**config.mk**
```make
export PLATFORM = sky130hd
export DESIGN_NAME = axis_sync_fifo
export DESIGN_NICKNAME = d
export VERILOG_FILES = /design/src/rtl/axis_sync_fifo.sv
export SDC_FILE = /design/constraint.sdc
export NUM_CORES = 1
export LEC_CHECK = 0
export ABC_AREA = 1
export CELL_PAD_IN_SITES_DETAIL_PLACEMENT = 1
export CELL_PAD_IN_SITES_GLOBAL_PLACEMENT = 1
export CORE_ASPECT_RATIO = 1.5
export CORE_MARGIN = 2
export CORE_UTILIZATION = 32
export DETAILED_ROUTE_END_ITERATION = 8
export PLACE_DENSITY = 0.62
export SYNTH_ARGS = -nofsm -noshare
export SYNTH_HDL_FRONTEND = slang
export SYNTH_SLANG_ARGS = --single-unit
```
**constraint.sdc**
```tcl
create_clock -name aclk -period 3.03 [get_ports aclk]
set_input_delay 0.606 -clock aclk [delete_from_list [all_inputs] [get_ports aclk]]
set_output_delay 0.606 -clock aclk [all_outputs]
set_load 0.05 [all_outputs]
```
**src/rtl/axis_sync_fifo.sv**
```systemverilog
`default_nettype none
// ============================================================================
// Module   : axis_sync_fifo
// Purpose  : AXI4-Stream beat FIFO with a registered FWFT output stage and an
//            optional store-and-forward packet mode.
// Revision : 1.0
// ============================================================================
module axis_sync_fifo #(
    parameter int TDATA_WIDTH          = 2,
    parameter int TID_WIDTH            = 1,
    parameter int TDEST_WIDTH          = 1,
    parameter int TUSER_WIDTH_PER_BYTE = 1,
    parameter int DEPTH                = 16,
    parameter int PACKET_MODE          = 0
) (
    input  logic                                      aclk,
    input  logic                                      aresetn,

    input  logic                                      s_axis_tvalid,
    output logic                                      s_axis_tready,
    input  logic [TDATA_WIDTH*8-1:0]                  s_axis_tdata,
    input  logic [TDATA_WIDTH-1:0]                    s_axis_tstrb,
    input  logic [TDATA_WIDTH-1:0]                    s_axis_tkeep,
    input  logic                                      s_axis_tlast,
    input  logic [TID_WIDTH-1:0]                      s_axis_tid,
    input  logic [TDEST_WIDTH-1:0]                    s_axis_tdest,
    input  logic [TDATA_WIDTH*TUSER_WIDTH_PER_BYTE-1:0] s_axis_tuser,

    output logic                                      m_axis_tvalid,
    input  logic                                      m_axis_tready,
    output logic [TDATA_WIDTH*8-1:0]                  m_axis_tdata,
    output logic [TDATA_WIDTH-1:0]                    m_axis_tstrb,
    output logic [TDATA_WIDTH-1:0]                    m_axis_tkeep,
    output logic                                      m_axis_tlast,
    output logic [TID_WIDTH-1:0]                      m_axis_tid,
    output logic [TDEST_WIDTH-1:0]                    m_axis_tdest,
    output logic [TDATA_WIDTH*TUSER_WIDTH_PER_BYTE-1:0] m_axis_tuser,

    output logic [$clog2(DEPTH):0]                    data_count,
    output logic                                      overflow_drop
);

    localparam int DW        = TDATA_WIDTH * 8;
    localparam int UW        = TDATA_WIDTH * TUSER_WIDTH_PER_BYTE;
    localparam int BW        = DW + 2 * TDATA_WIDTH + 1 + TID_WIDTH + TDEST_WIDTH + UW;
    localparam int LAST_POS  = UW + TDEST_WIDTH + TID_WIDTH;
    localparam int RAM_DEPTH = DEPTH - 1;
    localparam int AW        = $clog2(DEPTH);
    localparam int CW        = AW + 1;

    localparam logic [AW-1:0] PTR_LAST = AW'(RAM_DEPTH - 1);
    localparam logic [AW-1:0] PTR_ONE  = AW'(1);
    localparam logic [CW-1:0] CNT_FULL = CW'(DEPTH);
    localparam logic [CW-1:0] RAM_FULL = CW'(RAM_DEPTH);
    localparam logic [CW-1:0] CNT_ONE  = CW'(1);
    localparam bit            PKT      = (PACKET_MODE != 0);

    generate
        if ((DEPTH < 4) || (DEPTH > 4096) || ((DEPTH & (DEPTH - 1)) != 0)) begin : g_bad_depth
            $error("axis_sync_fifo: DEPTH must be a power of two in 4..4096");
        end
        if ((TDATA_WIDTH < 1) || (TDATA_WIDTH > 512)) begin : g_bad_tdata
            $error("axis_sync_fifo: TDATA_WIDTH must be in 1..512");
        end
    endgenerate

    logic [BW-1:0] mem_q [RAM_DEPTH];

    logic [AW-1:0] wr_ptr_q, wr_ptr_d;
    logic [AW-1:0] rd_ptr_q, rd_ptr_d;
    logic [CW-1:0] ram_cnt_q, ram_cnt_d;
    logic [CW-1:0] count_q, count_d;
    logic [CW-1:0] pkts_q, pkts_d;
    logic          m_valid_q, m_valid_d;
    logic [BW-1:0] m_beat_q, m_beat_d;
    logic          s_ready_q, s_ready_d;
    logic          forced_q, forced_d;
    logic          ovf_q, ovf_d;

    logic [BW-1:0] w_s_beat;
    logic [BW-1:0] w_head;
    logic          w_accept;
    logic          w_out_hs;
    logic          w_out_free;
    logic          w_make_room;
    logic          w_release;
    logic          w_load;
    logic          w_load_last;

    assign w_s_beat = {s_axis_tdata, s_axis_tstrb, s_axis_tkeep, s_axis_tlast,
                       s_axis_tid, s_axis_tdest, s_axis_tuser};
    assign w_head   = mem_q[rd_ptr_q];

    assign w_accept   = s_axis_tvalid & s_ready_q;
    assign w_out_hs   = m_valid_q & m_axis_tready;
    assign w_out_free = ~m_valid_q | m_axis_tready;

    // A held (unreleased) store can be full with the output stage still empty;
    // an incoming beat then pushes the head into the output stage to make room.
    assign w_make_room = (ram_cnt_q == RAM_FULL) & ~m_valid_q & w_accept;
    assign w_release   = ~PKT | (pkts_q != '0) | forced_q | w_make_room;
    assign w_load      = w_out_free & (ram_cnt_q != '0) & w_release;
    assign w_load_last = w_load & w_head[LAST_POS];

    always_ff @(posedge aclk) begin
        if (w_accept) begin
            mem_q[wr_ptr_q] <= w_s_beat;
        end
    end

    always_comb begin
        wr_ptr_d  = wr_ptr_q;
        rd_ptr_d  = rd_ptr_q;
        ram_cnt_d = ram_cnt_q;
        count_d   = count_q;
        pkts_d    = pkts_q;
        m_valid_d = m_valid_q;
        m_beat_d  = m_beat_q;
        forced_d  = forced_q;
        ovf_d     = 1'b0;

        if (w_accept) begin
            wr_ptr_d = (wr_ptr_q == PTR_LAST) ? '0 : wr_ptr_q + PTR_ONE;
        end
        if (w_load) begin
            rd_ptr_d = (rd_ptr_q == PTR_LAST) ? '0 : rd_ptr_q + PTR_ONE;
        end

        case ({w_accept, w_load})
            2'b10:   ram_cnt_d = ram_cnt_q + CNT_ONE;
            2'b01:   ram_cnt_d = ram_cnt_q - CNT_ONE;
            default: ram_cnt_d = ram_cnt_q;
        endcase

        case ({w_accept, w_out_hs})
            2'b10:   count_d = count_q + CNT_ONE;
            2'b01:   count_d = count_q - CNT_ONE;
            default: count_d = count_q;
        endcase

        if (w_load) begin
            m_valid_d = 1'b1;
            m_beat_d  = w_head;
        end else if (w_out_hs) begin
            m_valid_d = 1'b0;
        end

        if (PKT) begin
            case ({w_accept & s_axis_tlast, w_load_last})
                2'b10:   pkts_d = pkts_q + CNT_ONE;
                2'b01:   pkts_d = pkts_q - CNT_ONE;
                default: pkts_d = pkts_q;
            endcase

            // Store completely full with no packet end inside: stream the
            // current packet out rather than deadlock.
            if (forced_q && w_load_last) begin
                forced_d = 1'b0;
            end else if (!forced_q && (count_d == CNT_FULL) && (pkts_d == '0)) begin
                forced_d = 1'b1;
                ovf_d    = 1'b1;
            end
        end

        s_ready_d = (count_d < CNT_FULL);
    end

    always_ff @(posedge aclk or negedge aresetn) begin
        if (!aresetn) begin
            wr_ptr_q  <= '0;
            rd_ptr_q  <= '0;
            ram_cnt_q <= '0;
            count_q   <= '0;
            pkts_q    <= '0;
            m_valid_q <= 1'b0;
            m_beat_q  <= '0;
            s_ready_q <= 1'b0;
            forced_q  <= 1'b0;
            ovf_q     <= 1'b0;
        end else begin
            wr_ptr_q  <= wr_ptr_d;
            rd_ptr_q  <= rd_ptr_d;
            ram_cnt_q <= ram_cnt_d;
            count_q   <= count_d;
            pkts_q    <= pkts_d;
            m_valid_q <= m_valid_d;
            m_beat_q  <= m_beat_d;
            s_ready_q <= s_ready_d;
            forced_q  <= forced_d;
            ovf_q     <= ovf_d;
        end
    end

    assign s_axis_tready = s_ready_q;
    assign m_axis_tvalid = m_valid_q;
    assign {m_axis_tdata, m_axis_tstrb, m_axis_tkeep, m_axis_tlast,
            m_axis_tid, m_axis_tdest, m_axis_tuser} = m_beat_q;
    assign data_count    = count_q;
    assign overflow_drop = ovf_q;

endmodule

`default_nettype wire

```
### After elaboration in Yosys (flattened, before gate mapping)

Memory sizes are Yosys's and may differ from the RTL's. A register that Yosys moved wholly into a read port is not among the register bits.
Index checks and enable logic that the tools add are counted.
Widths: inputs -> output; s select.

| operators by class | value |
|---|---|
| mux-type cells | 8 |
| $add $sub $neg | 6 |
| reductions and logical operators | 4 |
| equality and inequality tests | 6 |
| $lt $le $gt $ge | 1 |
| bitwise operators | 5 |

Operators by type and width:

| operator | count |
|---|---|
| $pmux 5 s2 | 2 |
| $add 5x1->5 const B | 2 |
| $sub 5x1->5 const B | 2 |
| $add 4x1->4 const B | 2 |
| $eq 4x4->1 const B | 2 |
| $mux 4 | 2 |
| $lt 5x5->1 const B | 1 |
| $reduce_bool 5->1 | 1 |
| $eq 2x1->1 const B | 2 |
| $eq 2x2->1 const B | 2 |
| $mux 1 | 4 |
| $reduce_bool 2->1 | 2 |
| $and 1x1->1 | 3 |
| $logic_not 1->1 | 1 |
| $not 1->1 | 1 |
| $or 1x1->1 | 1 |

| storage, ports and cells | value |
|---|---|
| flip-flop bits (word level) | 20 |
| memories kept | 1 |
| output and inout bits | 33 |
| bits of input ports | 29 |
| word-level logic and storage cells | 37 |
| bits in writable memories | 375 |

Memory list:

| memory | words | width | read ports | clocked after memory_dff | wr ports | line | source |
|---|---|---|---|---|---|---|---|
| mem_q | 15 | 25 | 1 | 1 | 1 | 67 | `logic [BW-1:0] mem_q [RAM_DEPTH];` |

### Longest topological paths before layout

Gate-level depths: netlist of run 1.

| logic depth | value |
|---|---|
| word-level depth | 5 |
| depth in mapped cells | 15 |
| depth with buffers taken out | 14 |

### Worst setup path after synthesis of run 1

Ideal clock, no wire load.

| timing path | value |
|---|---|
| path type | register -> register |
| start | reg s_ready_q (netlist: s_axis_tready) |
| end | mem mem_q[0][0] (netlist bit), enable pin |
| stages on the path, launching flop included | 5 |
| library setup time | 407 ps |
| setup slack | 421 ps |
| data arrival time | 2203 ps |
| clock period less this slack | 2609 ps |
| cells stage by stage | dfrtp_1 nand2_1 nor2_1 nand2_1 nor2_1 |

| on the way | value |
|---|---|
| cells in the longest elaborated chain, start to end | 3 |

Ends and longest elaborated chain:

| what | line | source |
|---|---|---|
| from (decl) | 76 | `logic s_ready_q, s_ready_d;` |
| from (signal assigned) | 188 | `s_ready_q <= s_ready_d;` |
| $and 1x1->1 | 94 | `assign w_accept = s_axis_tvalid & s_ready_q;` |
| $mux 1 | 106 | `if (w_accept) begin` |
| $mux 1 (not written as such) | 107 | `mem_q[wr_ptr_q] <= w_s_beat;` |
| to (decl) | 67 |  |

Every way passes these cells.

### Worst setup path after layout of run 1

| timing path | value |
|---|---|
| start | reg count_q[1] (netlist: data_count[1]) |
| end | out data_count[1] |

RTL lines:

| what | line | source |
|---|---|---|
| from (decl) | 72 | `logic [CW-1:0] count_q, count_d;` |
| from (signal assigned) | 184 | `count_q <= count_d;` |
| to (decl) | 39 | `output logic [$clog2(DEPTH):0] data_count,` |

No word-level cell between the ends.

==> run_results.csv, run 1 <==
group,metric,value,unit
synth,synthTopCellsByArea,"edfxtp_1, nand2_1, dfrtp_1, nand3_1, inv_1",
power,switchingPower,7.715,mW
clock_network,clock_latency,0.56,ns
timing,min_period,2.434,ns
worst_setup_path,endpoint,"data_count[1]",
worst_setup_path,reg2reg_from,"ram_cnt_q[1]$_DFFE_PN0P_",
cells_and_area,utilization,38.05,%
cells_and_area,drive_gt1_share,8.281,%
worst_setup_path,path_max_fanout,4,
drt,drc,0,
global_routing,met2_usage,35.14,%
synth,yosysTopAreaCell,"edfxtp_1",
clock_network,htree_levels,2,
placed_design,io_buffers,60,
global_routing,antenna_found_initial,0,
worst_setup_path,startpoint,"data_count[1]$_DFFE_PN0N_",
synth,synth_nets,1686,
synth,ys_seq_elements,420,
clock_network,cts_setup_buffers,0,
worst_setup_path,cp_slowest_cell,"clkdlybuf4s50_1",
global_routing,first_global_vias,13180,
synth,synth_cell_type_count,28,
power,power_density,947.9,mW/mm2
clock_network,cts_tree,"done",
timing,max_freq,0.4109,GHz
drt,drtAntennaViolNets,0,
power,irDropWorstVdd,443.6,uV
global_routing,grt_use_met3,1.767,%
timing,setup_viol,0,
drt,drtPass1Iterations,5,
die,die_x,195.7,um
drt,vias_per_cell,4.882,
die,rows,105,
synth,synth_area_per_cell,10.72,um2
flow_run,max-cap-violations,0,
global_routing,grt_first_pass_wirelength,79190,um
cells_and_area,instances_no_fill,2458,
synth,syn_area,0.01765,mm2
timing,fin_worst_skew,0.02315,ns
timing,worst_pin_slew,0.7929,ns
placed_design,gp_congestion,0.7604,
worst_setup_path,r2r_end,"ram_cnt_q[4]$_DFFE_PN0P_",
synth,yosys.area.top_type_share,63.81,%
synth,ys_seq_area_share,70.19,%
timing,whs,0.03565,ns
placed_design,dp_cells,2383,
synth,synth_common_cells,"nand2_1, edfxtp_1, nand3_1, inv_1, nor2_1",
clock_network,cts_sinks,420,
worst_setup_path,crit_path_start_kind,"register",
clock_network,cts.path.max_buffers,3,
timing,rsz0062_at_grt,"false",
global_routing,grtUsageMet1,21.24,%
timing,drv_slew,0,
timing,period_share,80.32,%
timing,tns,0,ns
global_routing,grt_max_degree,69,
die,chipHeight,291.6,um
power,p_total,19.71,mW
clock_network,clk_pin_slew,0.07,ns
placed_design,dpl.hpwl,32360,um
global_routing,overflow,0,
synth,synth_cells,1647,
power,p_sw_share,39.14,%
synth,yosysWarnings,0,
power,p_int,12.00,mW
die,initial_utilization,32.29,%
power,comb_power_share,37.0,%
die,die_area,0.05708,mm2
cells_and_area,fillers,6033,
clock_network,root_buffer,"clkbuf_16",
worst_setup_path,r2r_cells,12,
die,core_area,0.05465,mm2
cells_and_area,diodes,0,
clock_network,numCtsBuffers,41,
worst_setup_path,cpPeakStageDelay,0.84,ns
hold_path,min_path_type,"primary input to asynchronous set/reset pin",
worst_setup_path,cp.required,2.42,ns
worst_setup_path,cp_cell_sequence,"clkdlybuf4s50_1",
power,p_leak,8.332,nW
timing,slew_headroom,46.98,%
synth,async_flop_share,10.71,%
drt,totalWireLength,51240,um
worst_setup_path,crit_family,"buffers and inverters",
synth,yosysMostFrequentCell,"nand2_1",
global_routing,grtUsageTotal,18.34,%
power,clock_power_share,26.2,%
synth,synth_edf_count,375,
worst_setup_path,cp_num_buf_inv,1,
worst_setup_path,cp.depth,1,
worst_setup_path,rrSetupSlack,0.89,ns
worst_setup_path,crit_path_end_kind,"primary output",
drt,drtIter0Drc,754,
clock_network,cts-resized-gates,0,
worst_setup_path,worstPathArrival,1.83,ns
drt,num_vias,12000,
global_routing,grt.busiest_layer,"met2",
cells_and_area,num-nets-final,1770,
clock_network,hold_buffers,0,
timing,hold_violations,0,
synth,ys.flop_type,"edfxtp_1",
power,p_seq_share,36.9,%
die,io_pins,62,
drt,routedWlPerCell,20.85,um
run_status,status,"finished clean",
cells_and_area,area_delta_synth_final,17.84,%
worst_setup_path,path_class,"register to primary output",
[how the worst min path moves through the flow]
stage,start,slack [ns],end
after floorplan,aresetn,0.31,data_count[0]$_DFFE_PN0N_
after global placement,m_beat_q[19]$_DFFE_PN0P_,0.47,m_beat_q[19]$_DFFE_PN0P_
after detailed placement,m_beat_q[22]$_DFFE_PN0P_,0.47,m_beat_q[22]$_DFFE_PN0P_
after CTS,aresetn,0.05,m_beat_q[18]$_DFFE_PN0P_
after global routing,aresetn,0.06,m_beat_q[20]$_DFFE_PN0P_
final,aresetn,0.04,m_beat_q[18]$_DFFE_PN0P_
[metrics by stage]
step                      setup slack [ns]  cell area, um2
after floorplan                     0.4205           17650
after global placement              0.2418           19470
after detailed placement            0.2253           19470
after CTS                           0.5548           20800
after global routing                0.5305           20800
final                               0.5962           20800
[logic make-up (layout without fill, tap and decap cells)]
logic type	count (synthesis)	after routing	share of synthesized area, %
simple gates	876	876	20.44
flops	420	420	70.19
buf+inv	267	383	6.331
compound gates	68	68	1.978
fa+ha+maj	10	10	0.7941
xor+xnor	5	5	0.2482
other cells	1	1	0.02125
[power by group through the flow]
stage	sequential, mW	clock (mW)	combinational [mW]
finish	7.26	5.16	7.29
global route	7.32	5.51	8.09
global placement	7.37	0	7.28
detailed placement	7.38	0	7.42
CTS	7.27	5.28	7.47
floorplan	7.96	0	4.01
[cells in the final DEF (no fill, tap or decap), drive strengths merged]
| cell type | netlist | final |
|---|---|---|
| a21oi | 49 | 49 |
| a22oi | 1 | 1 |
| buf | 59 | 57 |
| bufinv | 0 | 5 |
| clkbuf | 16 | 54 |
| clkdlybuf4s50 | 0 | 59 |
| clkinv | 0 | 11 |
| clkinvlp | 0 | 3 |
| conb | 1 | 1 |
| dfrtp | 45 | 45 |
| edfxtp | 375 | 375 |
| fa | 2 | 2 |
| ha | 8 | 8 |
| inv | 192 | 194 |
| nand2 | 550 | 550 |
| nand3 | 202 | 202 |
| nand3b | 1 | 1 |
| nand4 | 9 | 9 |
| nor2 | 110 | 110 |
| o211ai | 1 | 1 |
| o21ai | 14 | 14 |
| o22ai | 3 | 3 |
| or2 | 4 | 4 |
| xnor2 | 3 | 3 |
| xor2 | 2 | 2 |
[state kept, by name, summed over array words and instances, names as in the netlist]
signal	flops
m_beat_q	25
rd_ptr_q	4
mem_q	375
s_axis_tready	1
ram_cnt_q	5
data_count	5
wr_ptr_q	4
m_axis_tvalid	1
[worst register-to-register path, stage by stage, from the launching register on]
cell     delay [ns]
dfrtp_1        0.42
nor2_1         0.14
nand4_2        0.11
nand2_1        0.11
inv_2          0.05
ha_1           0.27
ha_1           0.36
nand2_1        0.13
nand2_1        0.07
a21oi_1        0.15
xor2_1         0.16
nand2_1        0.07
nand2_1        0.05
[cell type report]
class,instances,area (um2),share of cell area (%)
timing repair buffer,116,1229,5.908
multi-input combinational,960,4257,20.47
sequential,420,12390,59.59
tap,695,869.6,4.181
clock buffer,54,1075,5.168
inverter,192,725.7,3.490
clock inverter,21,249.0,1.197
[per-layer routing]
metal | part of all wire [%] | vias to the layer above
met1 | 40 | 6156
li1 | - | 5574
met5 | 0 | -
met3 | 2.4 | 82
met2 | 55 | 189
met4 | 3.0 | 0
Power figures use the tool's default switching activity.
==> run 2: changes to the inputs <==
==> constraint.sdc (replaced) <==
create_clock -name aclk -period 2.5 [get_ports aclk]
set_input_delay 0.5 -clock aclk [delete_from_list [all_inputs] [get_ports aclk]]
set_output_delay 0.5 -clock aclk [all_outputs]
set_load 0.05 [all_outputs]
==> run 2 against run 1 <==
  * Cell count is 0.41% higher
  * Die area stayed put
  * Hold slack better by 0.45 ns
  * Critical path type unchanged
  * Worst setup slack worse by 0.44 ns
  * Critical endpoint is now data_count[0]
  * Sequential power is 20% higher
  * Routed wire length hardly changed
  * Critical path depth stayed put
  * Core utilization is 0.28 points higher
  * Power is 20% higher
  * Flip-flop and latch count stayed put
==> run_results.csv, run 2 (synthesized netlist as in run 1, its figures left out) <==
group,metric,value,unit
cells_and_area,regMostFlops,"mem_q",
clock_network,clk_pin_slew,0.06,ns
cells_and_area,final_common_cell,"nand2_1",
worst_setup_path,cp.depth,1,
clock_network,cts-resized-gates,0,
hold_path,whs_path_depth,2,
drt,routedWlPerCell,20.75,um
cells_and_area,diodes,0,
power,p_seq_share,37.1,%
global_routing,first_global_vias,13110,
cells_and_area,top_regs,"mem_q: 375 flops, m_beat_q: 25 flops",
worst_setup_path,cpPeakStageDelay,0.85,ns
clock_network,cts.path.max_buffers,3,
placed_design,gp_congestion,0.7487,
die,initial_utilization,32.29,%
drt,totalWireLength,51200,um
clock_network,hold_buffers,1,
cells_and_area,layout_common_cells,"nand2_1, edfxtp_1, nand3_1",
timing,period_share,93.69,%
power,p_leak,8.384,nW
drt,drtIter0Drc,641,
global_routing,grt_max_degree,71,
timing,slew_headroom,50.26,%
cells_and_area,num-nets-final,1781,
global_routing,overflow,0,
flow_run,max-cap-violations,0,
cells_and_area,drive_gt1_share,8.629,%
die,chipHeight,291.6,um
cells_and_area,fillers,6015,
timing,fin_worst_skew,0.01363,ns
timing,drv_slew,0,
global_routing,grt_first_pass_wirelength,78270,um
timing,rsz0062_at_grt,"false",
cells_and_area,area_delta_synth_final,18.72,%
worst_setup_path,worstPathArrival,1.84,ns
clock_network,htree_levels,2,
placed_design,io_buffers,60,
timing,worst_pin_slew,0.7438,ns
worst_setup_path,cp_cell_sequence,"clkdlybuf4s50_1",
cells_and_area,seqCellArea,0.01239,mm2
worst_setup_path,crit_path_end_kind,"primary output",
drt,drtPass1Iterations,5,
placed_design,dpl.hpwl,32040,um
global_routing,antenna_found_initial,0,
drt,drtAntennaViolNets,0,
cells_and_area,multi_input_area,0.004257,mm2
power,irDropWorstVdd,721.1,uV
worst_setup_path,cp.required,2.00,ns
power,p_sw_share,39.62,%
timing,setup_viol,0,
worst_setup_path,crit_family,"buffers and inverters",
drt,vias_per_cell,4.827,
clock_network,cts_setup_buffers,0,
drt,num_vias,11910,
die,die_x,195.7,um
power,clock_power_share,24.9,%
worst_setup_path,crit_path_start_kind,"register",
worst_setup_path,r2r_cells,12,
power,switchingPower,9.334,mW
hold_path,min_path_type,"register to register",
die,core_area,0.05465,mm2
timing,hold_violations,0,
clock_network,clock_latency,0.55,ns
timing,setup_ws,0.1578,ns
power,comb_power_share,38.0,%
run_status,status,"finished clean",
power,power_density,1125,mW/mm2
die,die_area,0.05708,mm2
timing,tns,0,ns
clock_network,cts_sinks,420,
worst_setup_path,path_class,"register to primary output",
die,rows,105,
timing,min_period,2.342,ns
global_routing,grtUsageTotal,18.21,%
clock_network,cts_tree,"done",
power,p_int,14.23,mW
cells_and_area,largest_register_ffs,375,
timing,max_freq,0.4269,GHz
die,io_pins,62,
worst_setup_path,path_max_fanout,4,
placed_design,detailedPlace.worstSlack,-0.1917,ns
worst_setup_path,cp_num_buf_inv,1,
clock_network,numCtsBuffers,42,
worst_setup_path,cp_slowest_cell,"clkdlybuf4s50_1",
clock_network,root_buffer,"clkbuf_16",
drt,drc,0,
run 2: cell types whose count changed in the layout (fill, tap and decap cells not counted), moves of 2 or more:
cell       delta
buf_12       +13
bufinv_16     -5
buf_4         -4
clkbuf_1      +2
clkbuf_16     +2
clkinv_2      +2
run 2: worst reg2reg max path, stage by stage (launching register included):
cell	delay, ns
dfrtp_1	0.41
nor2_1	0.15
nand4_2	0.13
nand2_1	0.12
inv_2	0.05
ha_1	0.22
ha_1	0.30
buf_4	0.15
nand3_1	0.08
nand3_1	0.08
o21ai_0	0.15
a21oi_1	0.06
a21oi_1	0.13
run 2: cell type report:
cell class              instances  share of cell area [%]
clock inverters                16                  0.4419
flip-flops and latches        420                   59.15
inverters                     192                   3.464
multi-input cells             960                   20.32
repair buffers                126                   7.011
clock buffers                  59                   5.470
well taps                     695                   4.151
run 2: metrics by stage:
| step | instance area [um2] | hold slack [ns] | util (%) | std cells | power, mW |
|---|---|---|---|---|---|
| after detailed placement | 19700 | 0.4705 | 36.05 | 2392 | 17.97 |
| after floorplan | 17650 | 0.2044 | - | 1647 | 14.51 |
| final | 20950 | 0.4810 | 38.34 | 2468 | 23.56 |
| after CTS | 20950 | 0.4876 | 38.34 | 2468 | 23.93 |
| after global routing | 20950 | 0.5286 | 38.34 | 2468 | 24.96 |
| after global placement | 19700 | 0.4642 | 36.05 | 2392 | 17.81 |
run 2: metal layers:
| layer | routed length, um | part of all wire (%) | track usage (%) | up-vias |
|---|---|---|---|---|
| met1 | 20410 | 40 | 21.06 | 6021 |
| met2 | 27320 | 53 | 34.20 | 209 |
| met3 | 1653 | 3.2 | 2.056 | 88 |
| met5 | 0 | 0 | 0 | - |
| li1 | - | - | - | 5595 |
| met4 | 1815 | 3.5 | 7.040 | 0 |
run 2: path summary, 6_finish.rpt:
kind | to | startpoint | slack [ns]
setup / recovery | data_count[0] | data_count[0]$_DFFE_PN0N_ | 0.16
hold / removal | m_beat_q[19]$_DFFE_PN0P_ | m_beat_q[19]$_DFFE_PN0P_ | 0.48
setup reg to reg | ram_cnt_q[3]$_DFFE_PN0P_ | ram_cnt_q[4]$_DFFE_PN0P_ | 0.40
hold reg to reg | m_beat_q[19]$_DFFE_PN0P_ | m_beat_q[19]$_DFFE_PN0P_ | 0.48
max in group asynchronous | rd_ptr_q[1]$_DFFE_PN0P_ | aresetn | 1.34
min in group asynchronous | m_beat_q[20]$_DFFE_PN0P_ | aresetn | 0.51
run 2: power by group through the flow:
stage | clock [mW] | combinational (mW) | sequential, mW
2_1_floorplan | 0 | 4.86 | 9.64
3_3_place_gp | 0 | 8.94 | 8.87
3_5_place_dp | 0 | 9.08 | 8.89
4_1_cts | 6.04 | 9.14 | 8.76
5_1_grt | 6.23 | 9.92 | 8.81
6_report | 5.87 | 8.95 | 8.73
